`config.mk`:
```
export PLATFORM = sky130hd
export DESIGN_NAME = spi_slave
export DESIGN_NICKNAME = d
export VERILOG_FILES = /design/src/rtl/spi_slave.sv
export SDC_FILE = /design/constraint.sdc
export NUM_CORES = 1
export LEC_CHECK = 0
export BUFFER_PORTS_ARGS = -buffer_cell sky130_fd_sc_hd__buf_4
export CORE_ASPECT_RATIO = 0.8
export CORE_MARGIN = 3
export CORE_UTILIZATION = 55
export DETAILED_ROUTE_END_ITERATION = 6
export PLACE_DENSITY = 0.76
export SYNTH_ARGS = -nofsm -noshare
export SYNTH_HDL_FRONTEND = slang
export SYNTH_SLANG_ARGS = --single-unit
```
`constraint.sdc`:
```
create_clock -name clk -period 2 [get_ports clk]
set_input_delay 0.1 -clock clk [delete_from_list [all_inputs] [get_ports clk]]
set_output_delay 0.1 -clock clk [all_outputs]
set_load 0.01 [all_outputs]
```
`src/rtl/spi_slave.sv`:
```
// -----------------------------------------------------------------------------
// spi_slave
//
// SPI mode 0 slave (sample MOSI on SCLK rise, shift MISO on SCLK fall, MSB
// first). All SPI pins are asynchronous to clk. They are synchronized and
// edge-detected, so the design runs entirely in the clk domain. clk must run
// at least 8x faster than sclk.
//
// Ports
//   clk        system clock, all logic on the rising edge
//   rst        synchronous, active-high reset
//   sclk_in    SPI serial clock from the master (asynchronous)
//   cs_n_in    SPI chip select from the master, active-low (asynchronous)
//   mosi_in    SPI serial data from the master (asynchronous)
//   miso_out   SPI serial data to the master (0 while not selected)
//   tx_data    word to return to the master
//   tx_load    writes tx_data into the transmit buffer while tx_ready is high
//   tx_ready   transmit buffer empty
//   rx_data    last completely received word, held until the next one
//   rx_valid   one-clk pulse: rx_data has just been updated
//   frame_err  one-clk pulse: chip select rose in the middle of a word
// -----------------------------------------------------------------------------
module spi_slave #(
  parameter int WIDTH = 8
) (
  input  logic             clk,
  input  logic             rst,
  input  logic             sclk_in,
  input  logic             cs_n_in,
  input  logic             mosi_in,
  output logic             miso_out,
  input  logic [WIDTH-1:0] tx_data,
  input  logic             tx_load,
  output logic             tx_ready,
  output logic [WIDTH-1:0] rx_data,
  output logic             rx_valid,
  output logic             frame_err
);

  localparam int CNT_W = $clog2(WIDTH) + 1;

  typedef enum logic {
    IDLE   = 1'b0,
    ACTIVE = 1'b1
  } state_t;

  state_t state_q, state_d;

  // Synchronizers. sclk has a third stage and cs_n has a history flop so that
  // edges are detected on fully synchronized values.
  logic sclk_s1, sclk_s2, sclk_s3;
  logic cs_s1, cs_s2, cs_prev;
  logic mosi_s1, mosi_s2;

  // sync_warm fills with ones after reset. Once bit 1 is set, cs_s2 holds a
  // real sample of the pin rather than its reset value. armed is set only
  // after cs_n has really been seen high. This stops a frame that was already
  // in progress when reset was released from being picked up halfway.
  logic [1:0] sync_warm;
  logic       armed;

  logic [CNT_W-1:0] bit_cnt;
  logic             reload_pending;  // a word completed; next sclk fall reloads
  logic [WIDTH-1:0] tx_shift;
  logic [WIDTH-1:0] rx_shift;
  logic [WIDTH-1:0] tx_buf;
  logic             tx_full;

  logic sclk_rise, sclk_fall, cs_fall, cs_rise;
  logic start_frame, end_frame, rise_act, fall_act, load_shift;
  logic [WIDTH-1:0] rx_next;

  assign sclk_rise = sclk_s2 & ~sclk_s3;
  assign sclk_fall = ~sclk_s2 & sclk_s3;
  assign cs_fall   = ~cs_s2 & cs_prev;
  assign cs_rise   = cs_s2 & ~cs_prev;
  assign rx_next   = {rx_shift[WIDTH-2:0], mosi_s2};

  // ---------------------------------------------------------------------------
  // Next-state and control strobes
  // ---------------------------------------------------------------------------
  always_comb begin
    // NOTE: every signal written here gets a default first, so no path can
    // leave one unassigned and infer a latch.
    state_d     = state_q;
    start_frame = 1'b0;
    end_frame   = 1'b0;
    rise_act    = 1'b0;
    fall_act    = 1'b0;
    case (state_q)
      IDLE: begin
        if (armed && cs_fall) begin
          state_d     = ACTIVE;
          start_frame = 1'b1;
        end
      end
      ACTIVE: begin
        // Deselect takes priority over any sclk edge seen in the same cycle.
        if (cs_rise) begin
          state_d   = IDLE;
          end_frame = 1'b1;
        end else begin
          rise_act = sclk_rise;
          fall_act = sclk_fall;
        end
      end
      default: state_d = IDLE;
    endcase
  end

  // The buffer moves into the shift register at frame start and on the first
  // sclk fall after each completed word.
  assign load_shift = start_frame | (fall_act & reload_pending);

  // ---------------------------------------------------------------------------
  // Registers
  // ---------------------------------------------------------------------------
  always_ff @(posedge clk) begin
    if (rst) begin
      // NOTE: the data registers (buffer, shift and receive words) are reset
      // here as well as the control state. This makes every output well
      // defined right after reset, not only the handshake flags.
      state_q        <= IDLE;
      sclk_s1        <= 1'b0;
      sclk_s2        <= 1'b0;
      sclk_s3        <= 1'b0;
      cs_s1          <= 1'b1;
      cs_s2          <= 1'b1;
      cs_prev        <= 1'b1;
      mosi_s1        <= 1'b0;
      mosi_s2        <= 1'b0;
      sync_warm      <= 2'b00;
      armed          <= 1'b0;
      bit_cnt        <= '0;
      reload_pending <= 1'b0;
      tx_shift       <= '0;
      rx_shift       <= '0;
      tx_buf         <= '0;
      tx_full        <= 1'b0;
      rx_data        <= '0;
      rx_valid       <= 1'b0;
      frame_err      <= 1'b0;
    end else begin
      // NOTE: non-blocking assignments throughout, so every flop samples the
      // pre-edge value of its neighbours. This is what turns each chain below
      // into a real shift pipeline.
      sclk_s1   <= sclk_in;
      sclk_s2   <= sclk_s1;
      sclk_s3   <= sclk_s2;
      cs_s1     <= cs_n_in;
      cs_s2     <= cs_s1;
      cs_prev   <= cs_s2;
      mosi_s1   <= mosi_in;
      mosi_s2   <= mosi_s1;
      sync_warm <= {sync_warm[0], 1'b1};
      if (sync_warm[1] && cs_s2) armed <= 1'b1;

      state_q   <= state_d;
      rx_valid  <= 1'b0;
      frame_err <= 1'b0;

      // Transmit path. The buffer empties on a transfer. The load check below
      // uses the pre-transfer tx_full, so a same-cycle load is accepted only
      // if the buffer was already empty. In that case the transfer carries
      // all-ones and the new word waits in the buffer for the next word.
      if (load_shift) begin
        tx_shift <= tx_full ? tx_buf : '1;
        tx_full  <= 1'b0;
      end else if (fall_act) begin
        tx_shift <= {tx_shift[WIDTH-2:0], 1'b0};
      end
      if (tx_load && !tx_full) begin
        tx_buf  <= tx_data;
        tx_full <= 1'b1;
      end

      // Receive path
      if (start_frame) begin
        bit_cnt        <= '0;
        rx_shift       <= '0;
        reload_pending <= 1'b0;
      end
      if (end_frame) begin
        frame_err      <= (bit_cnt != '0);
        bit_cnt        <= '0;
        rx_shift       <= '0;
        reload_pending <= 1'b0;
      end
      if (rise_act) begin
        rx_shift <= rx_next;
        if (bit_cnt == CNT_W'(WIDTH - 1)) begin
          rx_data        <= rx_next;
          rx_valid       <= 1'b1;
          bit_cnt        <= '0;
          reload_pending <= 1'b1;
        end else begin
          bit_cnt <= bit_cnt + CNT_W'(1);
        end
      end
      if (fall_act && reload_pending) reload_pending <= 1'b0;
    end
  end

  assign tx_ready = ~tx_full;
  assign miso_out = (state_q == ACTIVE) ? tx_shift[WIDTH-1] : 1'b0;

endmodule

```
==> results of run 1 <==
power groups by stage:
stage | clock [mW] | sequential (mW) | combinational (mW)
final | 0.573 | 1.05 | 0.0891
after global routing | 0.645 | 1.06 | 0.101
after CTS | 0.588 | 1.05 | 0.0896
after detailed placement | 0 | 1.08 | 0.0877
after global placement | 0 | 1.08 | 0.0833
after floorplan | 0 | 1.07 | 0.0631
metrics by stage:
step / hold WS (ns) / utilization [%] / setup slack (ns) / instance area [um2]
after floorplan: 0.204 / - / 0.502 / 2010
after global placement: 0.298 / 66.1 / 0.420 / 2170
after detailed placement: 0.308 / 66.1 / 0.329 / 2170
after CTS: 0.0160 / 69.1 / 0.318 / 2270
after global routing: 0.00340 / 69.1 / 0.158 / 2270
final: 0.0149 / 69.1 / 0.321 / 2270
cell usage in the layout (no fill, tap or decap), types with 2 or more instances in the layout:
cell,netlist,final
dfxtp_1,51,51
nand2_1,35,35
buf_4,2,27
a21oi_1,26,26
nor2_1,15,15
nand3_1,11,11
nor2b_1,9,9
a22oi_1,8,8
nand3b_1,7,7
o211ai_1,7,7
inv_1,6,6
clkbuf_8,0,5
and2_1,3,3
a211oi_1,3,3
or2_2,2,2
o21ai_1,2,2
a21oi_2,2,2
ha_1,2,2
clkinvlp_4,0,2
kinds of logic after synthesis:
group | share of synthesized area, %
buf+inv | 5.36
simple gates | 25.0
fa+ha+maj | 1.25
compound gates | 17.0
mux | 0.499
flops | 50.9
state kept, by name (all words and copies together) (netlist names), 2 cells and up:
register,count
bit_cnt,4
rx_data,8
rx_shift,7
sync_warm,2
tx_buf,8
tx_shift,8
synthesized netlist by cell type (all sizes together):
library cell,count
and3,1
nor3b,1
a41o,1
a21oi,28
and4b,1
o211ai,8
dfxtp,51
and4bb,1
mux2i,1
and2b,1
nand2,36
and4,1
nand3b,9
a22oi,8
nor2,15
a211oi,3
nand2b,1
and2,3
nand3,11
a41oi,1
nor2b,9
nor3,1
clkbuf,6
or2,2
o21ai,3
inv,6
ha,2
buf,8
metal layers:
metal | wire length, um | vias up | track usage, % | share of wire, %
li1 | - | 795 | - | -
met1 | 1850 | 676 | 25.4 | 50
met2 | 1630 | 35 | 27.1 | 44
met3 | 165 | 7 | 4.71 | 4.5
met4 | 44 | 0 | 7.49 | 1.2
met5 | 0 | - | 0 | 0
area by class of cell:
| type | count | area, um2 | area share, % |
|---|---|---|---|
| multi-input cells | 148 | 877 | 38.6 |
| well taps | 40 | 50.0 | 2.20 |
| clock buffers | 5 | 68.8 | 3.03 |
| clock inverters | 3 | 20.0 | 0.881 |
| flip-flops and latches | 51 | 1020 | 44.9 |
| inverters | 6 | 22.5 | 0.991 |
| repair buffers | 28 | 213 | 9.36 |
worst paths after layout:
path                  to  slack (ns)  cells after the start
max          rx_shift[6]        0.32                      6
min reg2reg        cs_s2        0.44                      1
min              mosi_s1        0.01                      2
max reg2reg  rx_shift[6]        0.32                      6
repair_timing:
| item | CTS | global route |
|---|---|---|
| gates resized for setup | 0 | 0 |
| hold buffers | 1 | 0 |
| hold endpoints to repair | 1 | 0 |
==> key figures, run 1 <==
Run status
  – Run status: completed

Floorplan
  – Core area: around 3300 um2
  – Floorplan die height: 60.0 um
  – FP Rows: 18
  – Number of top-level design ports: 26
  – Total Die Area: approximately 4400 um2
  – Die width: around 74 um
  – Initial standard-cell utilization of the core: between 60% and 70%

Synth
  – Syn Std Cell Area: between 2000 and 2500 um2
  – Count of different cell masters after synthesis: 37
  – Number of warnings issued by yosys: 0
  – Synthesized netlist cell count: around 220
  – Post-synth top area share: around half
  – Dominant cell type by area after synthesis: dfxtp_1
  – Synthesized area per cell: between 9 and 10 um2
  – Number of flip-flops and latches in the synthesized netlist: 51
  – Post-Synthesis Net Count: 235
  – Dominant cells by area after synthesis: dfxtp_1 (51%), nand2_1 (6.6%), a21oi_1 (6.5%)
  – Proportion of synthesized chip area in sequential cells: ~51%

Routing
  – Total wirelength of the detailed-routed design: between 3 and 4 mm
  – Number of DRC markers after the initial detailed-route iteration: just under 80
  – Vias per cell: about 5.4
  – Wirelength per Cell: roughly 13 um
  – Final routed DRC violation total: 0
  – Iteration count of the initial detailed-routing pass: 4
  – Detail Route Antenna Nets: 0
  – Detailed-route via count: approximately 1500

Cells and area
  – Diodes inserted: 0
  – Final non-filler cell total: ~280
  – Nets: roughly 260
  – Proportion of layout cells with a drive suffix above 1: between 10% and 20%
  – Number of inserted filler cells in the final layout: between 200 and 300
  – P&R area growth vs syn: 13.3%

Clocking
  – Clock latency on the worst-skew pair: approximately 0.30 ns
  – H-tree depth: 2
  – Master cell of the clock root buffer: clkbuf_8
  – Buffers from clock root to sink, at most: 2
  – Clock Pin Slew Worst Setup and Hold Paths: approximately 0.09 ns
  – Number of CTS-inserted buffers: 5
  – # Post-CTS Setup Buffers: 0
  – Num Clock Sinks: 51
  – TritonCTS clock tree: yes

STA
  – Final Hold Viols: 0
  – FMAX: a little under 600 MHz
  – Tightest Pin Transition: approximately 0.5 ns
  – Max-slew headroom at the worst pin: 65.8%
  – Final cycle utilization of the critical path: a little over four fifths
  – Number of slew-limit violations in the final report: 0
  – Unrepaired setup endpoints after global routing: no
  – Final period demand of the worst path: roughly 1.7 ns
  – Max Clock Skew: ~0.0075 ns
  – Final sum of negative setup slack: 0 ns
  – Setup Viol. Count Final: 0

Setup path
  – Worst path arrival time: around 1.9 ns
  – Critical path class: flop to flop
  – Delay of the slowest cell on the worst path: ~0.43 ns
  – Launch point of the critical path: cs_prev
  – Peak fanout along the critical path: 22
  – CP cell instances: nand2b_1 > and4b_4 > nor3b_2 > buf_4 > a22oi_1 > nor2_1
  – Worst path required time: 2.17 ns
  – R2R Path Start: cs_prev
  – Endpoint type of the worst setup path: flop
  – Combined buffer and inverter count along the critical path: 1
  – Family with the most delay on the worst path: simple AND/OR/NAND/NOR gates
  – Launching element type of the critical path: flop
  – Cell with the biggest individual delay on the critical path: dfxtp_1

Pwr
  – Power share of the clock group: 33.4%
  – Power spent charging and discharging nets: 0.394 mW
  – Reg power frac: between 60% and 70%
  – Internal: between 1 and 1.5 mW
  – Static Leakage: 0.873 nW
  – Combinational group share of total power: under 10%
  – Power per cell area: 755 nW/um2
  – Total power: 1.72 mW
  – Switching share of total power: between 20% and 30%
  – Max rail drop VDD: approximately 0.47 mV

GRT
  – Overall fraction of global-route tracks in use: 18.3%
  – Via count of the first global-routing pass: approximately 1400
  – Largest net degree at the start of global routing: 50
  – Aggregate global routing overflow: 0
  – Wire length of the first global-routing pass: between 6 and 7 mm
  – Antenna violations before repair: 0

Hold path
  – Hold wc startpoint: mosi_in
  – Hold Path Class: input port to flop

Placed design
  – Half-perimeter wire length of the detailed placement result: 2.56 mm
  – GP Congestion: ~0.78
  – Port bufs: 25
  – Placed cell count: about 270

Job
  – Max Cap Violations: 0
Power figures use the tool's default switching activity.
==> run 2, diff against run 1 <==
==> constraint.sdc (replaced) <==
create_clock -name clk -period 1.6 [get_ports clk]
set_input_delay 0.08 -clock clk [delete_from_list [all_inputs] [get_ports clk]]
set_output_delay 0.08 -clock clk [all_outputs]
set_load 0.01 [all_outputs]
==> run 2 against run 1 <==
Net effect: largest cell class unchanged; power up 27%; critical path type unchanged; sequential power up 25%; largest power group unchanged; first-iteration DRC count down 28%.
==> key figures, run 2 (same netlist as run 1, synthesis figures left out) <==
Run status
  – Run status: completed

Routing
  – Number of DRC markers after the initial detailed-route iteration: 57
  – Detail Route Antenna Nets: 0
  – Vias per cell: roughly 5.6
  – Total wirelength of the detailed-routed design: ~3.9 mm
  – Iteration count of the initial detailed-routing pass: 4
  – Final routed DRC violation total: 0
  – Wirelength per Cell: 13.6 um
  – Detailed-route via count: between 1500 and 2000

Cells and area
  – Commonest non-fill, non-tap cells in the layout: dfxtp_1 (51), nand2_1 (35), buf_4 (30), a21oi_1 (26), nor2_1 (15)
  – P&R area growth vs syn: 17.4%
  – Final non-filler cell total: between 200 and 300
  – Biggest registers after layout: rx_data: 8 flops, tx_buf: 8 flops, tx_shift: 8 flops
  – Proportion of layout cells with a drive suffix above 1: 20.6%
  – Diodes inserted: 0
  – Nets: about 260
  – Most frequent standard cell in the layout excluding fill and tap cells: dfxtp_1

Placed design
  – Placed cell count: ~280
  – GP Congestion: between 0.7 and 0.8
  – Port bufs: 25
  – Half-perimeter wire length of the detailed placement result: approximately 2.6 mm

Floorplan
  – Die width: approximately 74 um
  – Core area: around 3300 um2
  – Number of top-level design ports: 26
  – Floorplan die height: 60.0 um
  – Initial standard-cell utilization of the core: approximately three fifths
  – Total Die Area: between 4000 and 5000 um2
  – FP Rows: 18

Pwr
  – Max rail drop VDD: ~0.64 mV
  – Power spent charging and discharging nets: around 0.48 mW
  – Power share of the clock group: roughly a third
  – Internal: 1.70 mW
  – Static Leakage: between 0.9 and 1 nW
  – Switching share of total power: about 22%
  – Reg power frac: 60.2%
  – Combinational group share of total power: approximately 6.0%
  – Power per cell area: slightly above 900 nW/um2

Setup path
  – Endpoint type of the worst setup path: flop
  – Combined buffer and inverter count along the critical path: 1
  – Peak fanout along the critical path: 21
  – Worst path required time: between 1.5 and 2 ns
  – Launching element type of the critical path: flop
  – CP cell instances: nand2b_1 > and4b_4 > buf_8 > and2b_1 > a41oi_1 > nor3_1
  – Family with the most delay on the worst path: simple AND/OR/NAND/NOR gates
  – Worst path arrival time: about 1.7 ns
  – Cell with the biggest individual delay on the critical path: dfxtp_1
  – Delay of the slowest cell on the worst path: 0.44 ns
  – Critical path class: flop to flop

Clocking
  – TritonCTS clock tree: yes
  – H-tree depth: 2
  – Num Clock Sinks: a little over 50
  – Clock latency on the worst-skew pair: between 0.3 and 0.4 ns
  – Number of CTS-inserted buffers: 5
  – Master cell of the clock root buffer: clkbuf_8
  – Buffers from clock root to sink, at most: 2
  – Clock Pin Slew Worst Setup and Hold Paths: 0.08 ns

STA
  – Number of slew-limit violations in the final report: 0
  – Unrepaired setup endpoints after global routing: no
  – Smallest hold slack: ~0.015 ns
  – Final cycle utilization of the critical path: 93.8%
  – Tightest Pin Transition: between 0.5 and 0.6 ns
  – Setup Viol. Count Final: 0
  – Final Hold Viols: 0
  – Final period demand of the worst path: ~1.5 ns
  – Max-slew headroom at the worst pin: approximately 64%
  – Max Clock Skew: roughly 0.0030 ns
  – FMAX: 666 MHz

GRT
  – Aggregate global routing overflow: 0
  – Via count of the first global-routing pass: ~1500
  – Antenna violations before repair: 0
  – Wire length of the first global-routing pass: about 6.7 mm
  – Largest net degree at the start of global routing: 50
  – Overall fraction of global-route tracks in use: between 10% and 20%

Job
  – Max Cap Violations: 0

Hold path
  – Hold Path Class: input port to flop
==> run 2: changes by cell type in the layout (fill, tap and decap cells not counted), sizes merged <==
cell,before,now
dlygate4sd3,1,3
clkinvlp,2,0
clkbuf,5,6
buf,27,32
==> run 2: path summary, 6_finish.rpt <==
kind	from	endpoint	slack, ns	depth (start not counted)
worst max-delay path	cs_s2	bit_cnt[3]	0.1	6
worst min-delay path	tx_data[3]	tx_buf[3]	0.02	3
worst max register to register	cs_s2	bit_cnt[3]	0.1	6
worst min register to register	cs_s1	cs_s2	0.41	1
==> run 2: worst reg2reg max path, stage by stage (launching register included) <==
cell	delay (ns)
dfxtp_1	0.44
nand2b_1	0.10
and4b_4	0.21
buf_8	0.16
and2b_1	0.18
a41oi_1	0.21
nor3_1	0.07
==> run 2: final cells by class <==
cell class	instances	area [um2]
fillers	244	933
inverters	6	22.5
clock buffers	6	82.6
flip-flops and latches	51	1020
multi-input cells	148	883
well taps	40	50.0
repair buffers	35	290
clock inverters	1	5.00
==> run 2: metal layers <==
metal | vias to the layer above | GRT usage [%] | share of wire [%]
met4 | 0 | 6.20 | 1.4
met5 | - | 0 | 0
met1 | 761 | 25.0 | 48
met2 | 34 | 31.8 | 45
li1 | 805 | - | -
met3 | 6 | 7.06 | 5.2
==> run 2: what timing repair did <==
item / in CTS / in global routing
hold endpoints to repair: 2 / 1
pin swaps: 0 / 1
buffers inserted: 0 / 1
gates resized for setup: 1 / 2
hold buffers: 2 / 1
setup endpoints to repair: 11 / 6
==> run 2: metrics by stage <==
stage | instance area, um2 | setup WS (ns) | total power, mW | util [%] | setup TNS, ns
after CTS | 2320 | 0.0397 | 2.19 | 70.5 | 0
final | 2350 | 0.0991 | 2.18 | 71.6 | 0
after detailed placement | 2200 | -0.0778 | 1.46 | 67.0 | -0.235
after floorplan | 2010 | 0.102 | 1.41 | - | 0
after global routing | 2350 | 0.0136 | 2.28 | 71.6 | 0
after global placement | 2200 | 0.0102 | 1.45 | 67.0 | 0
==> run 2: power by group through the flow <==
stage | sequential, mW | clock (mW) | combinational, mW
floorplan | 1.34 | 0 | 0.0788
global placement | 1.34 | 0 | 0.115
detailed placement | 1.34 | 0 | 0.122
CTS | 1.31 | 0.750 | 0.126
global route | 1.31 | 0.819 | 0.144
finish | 1.31 | 0.738 | 0.131
==> run 3, diff against run 2 <==
--- a/config.mk
+++ b/config.mk
@@ -10,6 +10,7 @@
 export CORE_MARGIN = 3
 export CORE_UTILIZATION = 55
 export DETAILED_ROUTE_END_ITERATION = 6
+export HOLD_SLACK_MARGIN = 0.05
 export PLACE_DENSITY = 0.76
 export SYNTH_ARGS = -nofsm -noshare
 export SYNTH_HDL_FRONTEND = slang
==> run 3 against run 2 <==
Net effect: clock power hardly changed; count of clock-buffer cells in the layout stayed put; power is 0.90% higher; via count is 1.8% higher; register-to-register slack hardly changed; die area stayed put; clock skew is 0.0045 ns higher; sequential share of layout area is 1.4 points lower; critical endpoint unchanged; highest routed layer unchanged.
==> key figures, run 3 (same netlist as run 1, synthesis figures left out) <==
Run status
  – Run status: completed

Setup path
  – Launching element type of the critical path: flop
  – Launch point of the critical path: cs_s2
  – Cell with the biggest individual delay on the critical path: dfxtp_1
  – Worst setup path endpoint: bit_cnt[3]
  – Peak fanout along the critical path: 21
  – Delay of the slowest cell on the worst path: 0.44 ns
  – Worst path required time: ~1.8 ns
  – Worst path arrival time: 1.69 ns
  – CP cell instances: nand2b_1 > and4b_4 > buf_8 > and2b_1 > a41oi_1 > nor3_1
  – Cells on worst reg2reg path: 6
  – R2R Path Start: cs_s2
  – RR Endpoint: bit_cnt[3]
  – Critical path class: flop to flop
  – Endpoint type of the worst setup path: flop
  – Flop2flop setup slack: just over 0.09 ns

Clocking
  – Num Clock Sinks: 51
  – Clock latency on the worst-skew pair: 0.31 ns
  – TritonCTS clock tree: yes
  – Buffers from clock root to sink, at most: 2
  – Clock Pin Slew Worst Setup and Hold Paths: ~0.090 ns
  – Number of CTS-inserted buffers: 5
  – H-tree depth: 2
  – Master cell of the clock root buffer: clkbuf_8

Job
  – Max Cap Violations: 0

Placed design
  – Worst setup slack before clock tree synthesis: -0.0778 ns
  – Placed cell count: approximately 280
  – GP Congestion: ~0.73
  – Half-perimeter wire length of the detailed placement result: about 2.6 mm
  – Port bufs: 25
  – Area post-placement: between 2000 and 2500 um2

Cells and area
  – Final instance area: about 2400 um2
  – Final non-filler cell total: roughly 300
  – Proportion of layout cells with a drive suffix above 1: between 20% and 30%
  – Nets: about 270
  – Most frequent standard cell in the layout excluding fill and tap cells: dfxtp_1
  – Commonest non-fill, non-tap cells in the layout: dfxtp_1 (51), nand2_1 (35), buf_4 (30), a21oi_1 (26), nor2_1 (15)
  – Diodes inserted: 0
  – Biggest registers after layout: rx_data: 8 flops, tx_buf: 8 flops, tx_shift: 8 flops
  – P&R area growth vs syn: 21.4%

STA
  – Final cycle utilization of the critical path: a little over nine tenths
  – Max Clock Skew: about 0.0075 ns
  – FMAX: 663 MHz
  – Setup Viol. Count Final: 0
  – Unrepaired setup endpoints after global routing: no
  – Worst setup margin: roughly 0.092 ns
  – Final sum of negative setup slack: 0 ns
  – Tightest Pin Transition: 0.548 ns
  – Final Hold Viols: 0
  – Max-slew headroom at the worst pin: between 60 and 70%
  – Number of slew-limit violations in the final report: 0
  – Final period demand of the worst path: between 1.5 and 2 ns

Routing
  – Number of DRC markers after the initial detailed-route iteration: 72
  – Total wirelength of the detailed-routed design: ~4 mm
  – Detailed-route via count: between 1500 and 2000
  – Final routed DRC violation total: 0
  – Detail Route Antenna Nets: 0
  – Iteration count of the initial detailed-routing pass: 4
  – Wirelength per Cell: ~14 um
  – Vias per cell: 5.54

Hold path
  – Hold Path Class: input port to flop

Floorplan
  – FP Rows: 18
  – Floorplan die height: ~60 um
  – Initial standard-cell utilization of the core: 61.0%
  – Number of top-level design ports: 26
  – Total Die Area: roughly 4400 um2
  – Die width: around 74 um
  – Core area: between 3000 and 4000 um2

GRT
  – Global-route met3 utilization: 6.72%
  – Via count of the first global-routing pass: 1553
  – Wire length of the first global-routing pass: between 6 and 7 mm
  – Aggregate global routing overflow: 0
  – Largest net degree at the start of global routing: 50
  – Met1 Resource Use GR: between 20% and 30%
  – Overall fraction of global-route tracks in use: between 20% and 30%
  – Met2 global-route usage: between 30% and 40%
  – Most crowded layer after global routing: met2
  – Antenna violations before repair: 0

Pwr
  – Static Leakage: about 0.96 nW
  – Power per cell area: 903 nW/um2
  – Max rail drop VDD: 0.669 mV
run 3: cell types whose count changed in the layout (fill, tap and decap cells not counted), sizes merged:
cell,previous run,this run
dlygate4sd3,3,11
run 3: what timing repair did:
item | 4_1_cts | 5_1_grt
cloned | 0 | 0
setup buffers | 0 | 1
gates resized for setup | 1 | 2
hold endpoints to repair | 11 | 0
endpoints found under the setup margin | 11 | 6
pin swaps | 0 | 1
hold buffers | 11 | 0
run 3: per-layer routing:
layer,vias up,share of wire [%]
met5,-,0
met4,0,1.3
met3,6,5.6
met2,41,45
met1,769,48
li1,819,-
run 3: worst min path at each step:
stage                 start           end  slack (ns)  cells after the start
global placement    cs_n_in         cs_s1        0.28                      2
detailed placement  cs_n_in         cs_s1        0.28                      2
floorplan           cs_n_in         cs_s1        0.18                      1
global route            rst  sync_warm[1]        0.23                      2
finish                  rst       state_q        0.20                      2
CTS                     rst       state_q        0.21                      2
run 3: final cells by class:
class                           count  area [um2]
Tap cell                           40        50.0
Inverter                            6        22.5
Sequential cell                    51        1020
Multi-Input combinational cell    148         883
Timing Repair Buffer               43         370
Clock buffer                        6        82.6
Clock inverter                      1        5.00
Fill cell                         234         853
run 3: per-stage QoR:
| stage | hold WS (ns) | util (%) | total power, mW |
|---|---|---|---|
| final | 0.204 | 74.0 | 2.20 |
| after detailed placement | 0.282 | 67.0 | 1.46 |
| after global routing | 0.234 | 74.0 | 2.29 |
| after global placement | 0.279 | 67.0 | 1.45 |
| after CTS | 0.208 | 73.2 | 2.20 |
| after floorplan | 0.184 | - | 1.41 |
run 3: where the power goes:
group          switching (mW)  internal (mW)  total, mW
sequential             0.0142           1.30       1.31
clock                   0.400          0.340      0.740
combinational          0.0732         0.0744      0.148
total                   0.488           1.71       2.20
run 3: worst max-delay path: cells and delay by family, from the launching register on:
family | cells | cell delay, ns
AND/OR/NAND/NOR | 4 | 0.55
flip-flops | 1 | 0.44
AO/OA/AOI/OAI | 1 | 0.21
buffers and inverters | 1 | 0.16
